<file path="src/rtl/dmem_arbiter.sv">
// Data-memory arbiter between the core LSU and a DMA/debug port.
// One access per cycle; read data is steered back by a one-deep tag.
module dmem_arbiter #(
  parameter int AW           = 32,
  parameter int DW           = 32,
  parameter int STARVE_LIMIT = 3,
  parameter int DMA_MAX_HOLD = 4
) (
  input  logic            clk,
  input  logic            reset,
  input  logic            core_req,
  input  logic            core_wr,
  input  logic [AW-1:0]   core_addr,
  input  logic [DW-1:0]   core_wdata,
  input  logic [DW/8-1:0] core_mask,
  output logic            core_stall,
  output logic [DW-1:0]   core_rdata,
  output logic            core_rvalid,
  input  logic            dma_req,
  input  logic            dma_wr,
  input  logic [AW-1:0]   dma_addr,
  input  logic [DW-1:0]   dma_wdata,
  input  logic [DW/8-1:0] dma_mask,
  output logic            dma_gnt,
  output logic [DW-1:0]   dma_rdata,
  output logic            dma_rvalid,
  output logic            mem_cs,
  output logic            mem_wr,
  output logic [AW-1:0]   mem_addr,
  output logic [DW-1:0]   mem_wdata,
  output logic [DW/8-1:0] mem_mask,
  input  logic [DW-1:0]   mem_rdata
);

  localparam int SW = $clog2(STARVE_LIMIT + 1);
  localparam int BW = $clog2(DMA_MAX_HOLD + 1);
  localparam logic [SW-1:0] SLIM = SW'(STARVE_LIMIT);
  localparam logic [BW-1:0] BMAX = BW'(DMA_MAX_HOLD);

  typedef enum logic {
    CORE_OWN,
    DMA_OWN
  } owner_e;

  typedef enum logic [1:0] {
    RT_NONE,
    RT_CORE,
    RT_DMA
  } rtag_e;

  owner_e        owner_q, owner_d;
  rtag_e         rtag_q, rtag_d;
  logic [SW-1:0] starve_q, starve_d;
  logic [BW-1:0] burst_q, burst_d;
  logic          cg, dg;
  logic          core_gnt;

  always_comb begin
    owner_d  = owner_q;
    starve_d = starve_q;
    burst_d  = burst_q;
    cg       = 1'b0;
    dg       = 1'b0;
    if (owner_q == CORE_OWN) begin
      unique case (1'b1)
        (core_req & dma_req & (starve_q == SLIM)): begin
          dg       = 1'b1;
          owner_d  = DMA_OWN;
          burst_d  = BW'(1);
          starve_d = '0;
        end
        (core_req & dma_req & (starve_q != SLIM)): begin
          cg       = 1'b1;
          starve_d = starve_q + SW'(1);
        end
        (core_req & ~dma_req): begin
          cg       = 1'b1;
          starve_d = '0;
        end
        (~core_req & dma_req): begin
          dg       = 1'b1;
          owner_d  = DMA_OWN;
          burst_d  = BW'(1);
          starve_d = '0;
        end
        default: starve_d = '0;
      endcase
    end else begin
      unique case (1'b1)
        (dma_req & (burst_q < BMAX)): begin
          dg      = 1'b1;
          burst_d = burst_q + BW'(1);
        end
        (dma_req & (burst_q >= BMAX) & core_req): begin
          cg       = 1'b1;
          owner_d  = CORE_OWN;
          starve_d = SW'(1);
          burst_d  = '0;
        end
        (dma_req & (burst_q >= BMAX) & ~core_req): begin
          dg = 1'b1;
        end
        default: begin
          cg       = core_req;
          owner_d  = CORE_OWN;
          burst_d  = '0;
          starve_d = '0;
        end
      endcase
    end
  end

  // Reset overrides every grant so nothing reaches memory mid-reset.
  assign core_gnt   = cg & ~reset;
  assign dma_gnt    = dg & ~reset;
  assign core_stall = core_req & ~core_gnt & ~reset;

  always_comb begin
    mem_cs    = 1'b0;
    mem_wr    = 1'b0;
    mem_addr  = '0;
    mem_wdata = '0;
    mem_mask  = '0;
    rtag_d    = RT_NONE;
    unique case (1'b1)
      core_gnt: begin
        mem_cs    = 1'b1;
        mem_wr    = core_wr;
        mem_addr  = core_addr;
        mem_wdata = core_wdata;
        mem_mask  = core_mask;
        rtag_d    = core_wr ? RT_NONE : RT_CORE;
      end
      dma_gnt: begin
        mem_cs    = 1'b1;
        mem_wr    = dma_wr;
        mem_addr  = dma_addr;
        mem_wdata = dma_wdata;
        mem_mask  = dma_mask;
        rtag_d    = dma_wr ? RT_NONE : RT_DMA;
      end
      default: ;
    endcase
  end

  always_ff @(posedge clk) begin
    if (reset) begin
      owner_q  <= CORE_OWN;
      rtag_q   <= RT_NONE;
      starve_q <= '0;
      burst_q  <= '0;
    end else begin
      owner_q  <= owner_d;
      rtag_q   <= rtag_d;
      starve_q <= starve_d;
      burst_q  <= burst_d;
    end
  end

  assign core_rvalid = (rtag_q == RT_CORE) & ~reset;
  assign dma_rvalid  = (rtag_q == RT_DMA) & ~reset;
  assign core_rdata  = core_rvalid ? mem_rdata : '0;
  assign dma_rdata   = dma_rvalid ? mem_rdata : '0;

endmodule

</file>
<file path="config.mk">
export PLATFORM = sky130hd
export DESIGN_NAME = dmem_arbiter
export DESIGN_NICKNAME = d
export VERILOG_FILES = /design/src/rtl/dmem_arbiter.sv
export SDC_FILE = /design/constraint.sdc
export NUM_CORES = 1
export LEC_CHECK = 0
export CAP_MARGIN = 0
export CORE_AREA = 2 2 122 124
export CTS_CLUSTER_SIZE = 30
export DETAILED_ROUTE_END_ITERATION = 10
export DIE_AREA = 0 0 124 126
export SLEW_MARGIN = 20
export SYNTH_ARGS = -nofsm -noshare
export SYNTH_HDL_FRONTEND = slang
export SYNTH_SLANG_ARGS = --single-unit
export TNS_END_PERCENT = 20
</file>
<file path="constraint.sdc">
create_clock -name clk -period 1.86 [get_ports clk]
set_input_delay 0.465 -clock clk [delete_from_list [all_inputs] [get_ports clk]]
set_output_delay 0.465 -clock clk [all_outputs]
set_load 0.02 [all_outputs]
</file>
# Word-level counts from Yosys, hierarchy flattened
# Cells that the tools add are included.
[op_classes]
order_cmp = 2
eq_ne = 6
n_bitwise = 19
addsub = 2
reduce_logical = 6
n_mux = 22
[ops]
columns = ["cell", "count"]
rows = [
  ["32-bit case mux with 2 select lines", 2],
  ["32-bit 2-to-1 mux", 2],
  ["1-bit bitwise AND", 15],
  ["2-bit case mux with 2 select lines", 2],
  ["4-bit case mux with 2 select lines", 1],
  ["2-bit OR reduction", 4],
  ["1-bit 2-to-1 mux", 7],
  ["2-bit 2-to-1 mux", 3],
  ["3-bit 2-to-1 mux", 2],
  ["2-bit != test, second input constant", 3],
  ["3-bit case mux with 2 select lines", 1],
  ["2-bit equality test, second input constant", 2],
  ["1-bit inverter", 4],
  ["1-bit case mux with 2 select lines", 2],
  ["3-bit by 1-bit adder with 3-bit output, second input constant", 1],
  ["3-bit greater-or-equal comparator, second input constant", 1],
  ["3-bit less-than comparator, second input constant", 1],
  ["2-bit by 1-bit adder with 2-bit output, second input constant", 1],
  ["2-bit by 1-bit equality test with 1-bit output, second input constant", 1],
  ["2-bit AND reduction", 1],
  ["2-bit nonzero test", 1],
]
[word_totals]
ff_bits = 8
inputBits = 174
word_cells = 61
output_inout_bits = 138

# Longest topological paths before layout
[depth]
depth_word = 10
ltp_mapped = 6
mapped_depth_nobuf = 4

# Least setup slack after synthesis
# No wires, ideal clock.
[synth_timing]
path_kind = "in2out"
from = "in reset"
to = "out mem_wdata[24]"
path_slack_ps = -139
t_arrival_ps = 1534
n_path_buf = 3
path_stages = 6
required_ps = 1395
cell_sequence = "buf_2 > and2b_1 > o31a_1 > buf_6 > buf_8 > a32o_1"
[synth_via]
elab_chain_cells = 3
word_cells_on_any_way = 4
cone_classes = "mux: 1; bitwise: 3"
[synth_lines]
columns = ["item", "line_no", "rtl"]
rows = [
  ["start, declared", "10", "input logic reset,"],
  ["1-bit inverter", "115", "assign dma_gnt = dg & ~reset;"],
  ["1-bit bitwise AND", "115", ""],
  ["named net dma_gnt", "24", "output logic dma_gnt,"],
  ["32-bit case mux with 2 select lines", "125", "unique case (1'b1)"],
  ["end, declared", "30", "output logic [DW-1:0] mem_wdata,"],
]
# The timed path passes the listed nets, and every way through them passes these cells.

# Final worst setup path
[layout_timing]
from = "reg starve_q[1]"
to = "out mem_wdata[16]"
[layout_via]
elab_chain_cells = 7
word_cells_on_any_way = 13
cone_classes = "eq/ne: 2; mux: 5; bitwise: 4; reduce/logical: 2"
[layout_lines]
columns = ["item", "line_no", "rtl"]
rows = [
  ["start, declared", "53", "logic [SW-1:0] starve_q, starve_d;"],
  ["start signal, assigned", "155", "starve_q <= starve_d;"],
  ["2-bit equality test or 2-bit != test (tied branches)", "66, 72", ""],
  ["1-bit bitwise AND, on equally long branches", "66, 72", ""],
  ["2-bit OR reduction (no line)", "--", ""],
  ["1-bit 2-to-1 mux", "65", "unique case (1'b1)"],
  ["1-bit 2-to-1 mux", "64", "if (owner_q == CORE_OWN) begin"],
  ["1-bit bitwise AND, on equally long branches", "115, 114", ""],
  ["32-bit case mux with 2 select lines *", "125", ""],
]
# Every way passes the cells marked *; elsewhere a longest branch is shown, timed or not.

==> results.md <==
Clock network:
- Clock latency on the worst-skew pair, taken at its later pin, is between 0.2 and 0.25 ns.
- TritonCTS built the clock tree.
- The number of H-tree levels is 1.
- The total of hold buffers inserted after clock tree synthesis is 0.
- The tree built by TritonCTS fans out to 8 sinks.
- The clock tree root driver cell is clkbuf_16.
- Counting the buffers created by CTS gives 3.
- The clock slew seen by the registers of the worst setup and hold paths is approximately 0.040 ns.
- The maximum clock path buffer count is 2.

Global route:
- The number of antenna violations at the first check in global routing came to 0.
- The pin count of the biggest net entering global routing is between 70 and 80.
- The overall track demand over capacity in global routing is 16.1%.
- The overflow left after global routing is 0.
- The first global-routing pass estimated slightly below 20000 µm of wire.
- The via count of the first global-routing pass was about 3400.

STA:
- The worst pin sits at a relative slew slack of ~80%.
- The clock period minus final worst setup slack is roughly 2.4 ns.
- The final max-slew violation count is 0.
- The setup clock skew after layout is ~0.00088 ns.
- The achievable clock frequency is ~430 MHz.
- The final setup slack of the worst path is -0.491 ns.
- The share of the clock period used by the worst path after layout is 126%.
- At the pin with the least slew margin, the transition time is 0.328 ns.
- Setup repair after global routing could not meet its margin everywhere.
- Setup violations remaining at the end of the flow were counted as between 70 and 80.
- The final count of hold timing violations is 0.

Logic synthesis:
- Of the synthesized area, sequential elements account for under 10%.
- For this run, asynchronously set or reset flops after synthesis account for 0%.
- Summed over its instances, the top area cell type makes up 39.3% of the synthesized netlist area.
- The count of synthesis-stage warnings from yosys is 0.
- Of the post-synthesis cell area, the part taken by muxes is 0%.
- The mean instance size in the synthesized netlist is between 8 and 9 µm².
- When the netlist entered floorplanning its net count stood at roughly 390.
- The XOR/XNOR share of the synthesized area is 0%.
- Summing every instance area after synthesis gives around 1800 µm².
- The dominant register cell in the synthesized netlist is dfxtp_1.
- The synthesized netlist devotes between 30% and 40% of its cell area to simple gates.
- The compound-gate portion of the synthesized area is 45.8%.
- The count of flip-flops with a built-in enable after synthesis is 0.
- Synthesis produced a netlist whose cell count is around 210.
- By instance count, the leading cell after synthesis is a32o_1.
- The adder-cell share of the synthesized area is under 10%.
- The synthesized design contains 8 register bits.
- By count the netlist is led by a32o_1 (69), and2_1 (64), buf_2 (14).
- Synthesis instantiated 32 different standard cells from the library.
- Summed over all instances, the cell type with the most area after synthesis is a32o_1.
- Sorting the synthesized cells by area gives the leading types as a32o_1 (39%), and2_1 (23%), dfxtp_1 (9.1%).
- The largest family of logic cells by synthesized area is compound AO/OA/AOI/OAI gates.

Place:
- The standard cell area after detailed placement is roughly 5200 µm².
- Summed over all nets, the half-perimeter wirelength after detailed placement is approximately 10000 µm.
- At the end of routability-driven placement, the weighted congestion stood at 0.957.
- At the placement stage, the worst setup path has a slack of -1.07 ns.
- Input and output buffers added on the ports amount to slightly above 300.

Status:
- The checks that failed: setup timing.
- The run finished, with violations left.

Power and ir drop:
- The worst-case IR drop observed on VDD is between 200 and 250 µV.
- The net switching power figure is between 0.0005 and 0.0006 W.
- The share of total power dissipated in sequential elements is between 10% and 20%.
- The internal power consumption is between 0.001 and 0.0015 W.
- In this run switching power makes up 32.0% of total power.
- The reported leakage power is around 2.7 nW.
- The total power divided by cell area is around 300 nW/µm².
- The share of total power in the clock network is 21.1%.
- The part of the power in combinational logic is between 60% and 70%.

Setup path:
- The arrival time reported for the critical path endpoint is 1.89 ns.
- STA puts the critical path data required time at 1.39 ns.
- The largest single stage delay on the critical path is about 0.35 ns.
- The number of cells on the worst reg-to-reg path is 6.
- The worst setup path is of the flop to output port kind.
- The critical path capture point type is an output port.
- Along the worst path, the maximum fanout reaches 9.
- The signal on the critical path passes through ha_4, nor2b_4, o31a_4, bufbuf_16, a32o_2, buf_4.
- The slowest stage of the critical path belongs to the cell o31a_4.
- The kind of launch point of the worst setup path is a flop.

Cells and area:
- The flip-flop and latch area is 163 µm².
- The filler cell count in the final layout is 1457.
- The core utilization of the finished layout is ~39%.
- The final net count is roughly 700.
- The layout-stage area growth over the synthesis result is 217%.
- The repair_antennas step left the layout with diodes totalling 0.
- The proportion of layout cells with a drive suffix above 1 is approximately half.
- The post-layout instance area is between 5000 and 6000 µm².
- In the final layout, the multi-input gates occupy about 1500 µm².

Flow run:
- Across the run, the number of max-cap violations was 0.

Hold path:
- The type of the worst min-delay path is flop to flop.
- Along the worst hold path, the cell count comes to 1.

Route:
- The routed design uses about 1300 µm of met3 wire.
- Wires add up to 13900 µm.
- For this run, design rule violations remaining after detail routing come to 0.
- After the first detailed-routing iteration, the DRC count stood at 64.
- The uppermost signal routing layer after detailed routing is met4.
- The residual antenna-violating net count after detailed routing is 0.
- After detailed routing, the average wire length per cell comes to between 15 and 20 µm.
- The first-pass detailed-route iteration total is 4.
- The detailed router put a total of ~4900 µm of wire on met1.
- The met2 layer wire length in the routed design is approximately 7400 µm.
- The count of vias placed by the detailed router is between 3000 and 4000.
- In the routed layout, each cell is associated on average with a via count of 4.48.

Die:
- The area enclosed by the die boundary is roughly 16000 µm².
- The initialized floorplan defines 44 standard-cell rows.
- The initial utilization of the core area, before any placement, comes to approximately 12%.
- From left edge to right edge, the die measures 124 µm.
- The number of ports placed on the die boundary is ~310.
- The placeable core region is between 10000 and 15000 µm².
- The die height is about 130 µm.
[per-stage QoR]
step / hold slack, ns / TNS [ns] / total power (W) / cells
4_1_cts: 0.485 / -37.51 / 0.00169 / 718
3_5_place_dp: 0.470 / -130.46 / 0.00126 / 694
3_3_place_gp: 0.464 / -128.55 / 0.00126 / 694
2_1_floorplan: 0.453 / -1.46 / 0.000590 / 211
6_report: 0.479 / -30.23 / 0.00169 / 717
5_1_grt: 0.521 / -35.43 / 0.00177 / 717
[cell usage in the layout (no fill, tap or decap), types with 4 or more instances in the layout]
cell type,n
buf_16,4
clkdlybuf4s50_1,170
a32o_2,67
and2_1,61
clkbuf_16,4
dfxtp_1,6
buf_2,21
buf_12,8
buf_4,55
nor2_1,4
buf_6,84
[layer usage]
layer | vias up | global-route usage (%)
li1 | 1498 | -
met1 | 1477 | 16.7
met2 | 221 | 31.8
met3 | 16 | 3.44
met4 | 0 | 4.43
met5 | - | 0
[final timing paths]
path | from | to | slack, ns
hold / removal | burst_q[1] | burst_q[1] | 0.48
setup reg to reg | starve_q[1] | rtag_q[1] | 0.32
hold reg to reg | burst_q[1] | burst_q[1] | 0.48
setup / recovery | starve_q[1] | mem_wdata[16] | -0.49
[worst max-delay path: cells and delay by family, from the launching register on]
family / cells / cell delay, ns
DFF: 1 / 0.32
AOI/OAI and AO/OA: 2 / 0.58
buffers and inverters: 2 / 0.46
adders and majority gates: 1 / 0.16
and+or+nand+nor: 1 / 0.13
[state kept, by name (all words and copies together), names as in the netlist]
| register | cells |
|---|---|
| burst_q | 3 |
| owner_q | 1 |
| rtag_q | 2 |
| starve_q | 2 |
[layout make-up]
class | count | area share [%]
clock buffer | 3 | 1.35
inverter | 3 | 0.203
multi-input combinational | 170 | 27.2
sequential | 8 | 2.93
tap | 184 | 4.14
timing repair buffer | 349 | 64.2
[timing repair]
item	CTS	global route
pin swaps	26	9
endpoints found under the setup margin	138	138
resized for setup	681	95
setup buffers	12	1
gates cloned	9	1
[power groups by stage]
| stage | registers, W | clock network (W) | logic (W) |
|---|---|---|---|
| 6_report | 0.000184 | 0.000358 | 0.00115 |
| 5_1_grt | 0.000185 | 0.000377 | 0.00121 |
| 4_1_cts | 0.000184 | 0.000367 | 0.00114 |
| 3_5_place_dp | 0.000185 | 0 | 0.00108 |
| 3_3_place_gp | 0.000185 | 0 | 0.00107 |
| 2_1_floorplan | 0.000184 | 0 | 0.000406 |
[cell families after synthesis]
family | after synthesis
flip-flops | 8
AO/OA/AOI/OAI | 83
adder cells (fa/ha/maj) | 2
AND/OR/NAND/NOR | 85
buffers and inverters | 33
(Power assumes the default switching activity.)
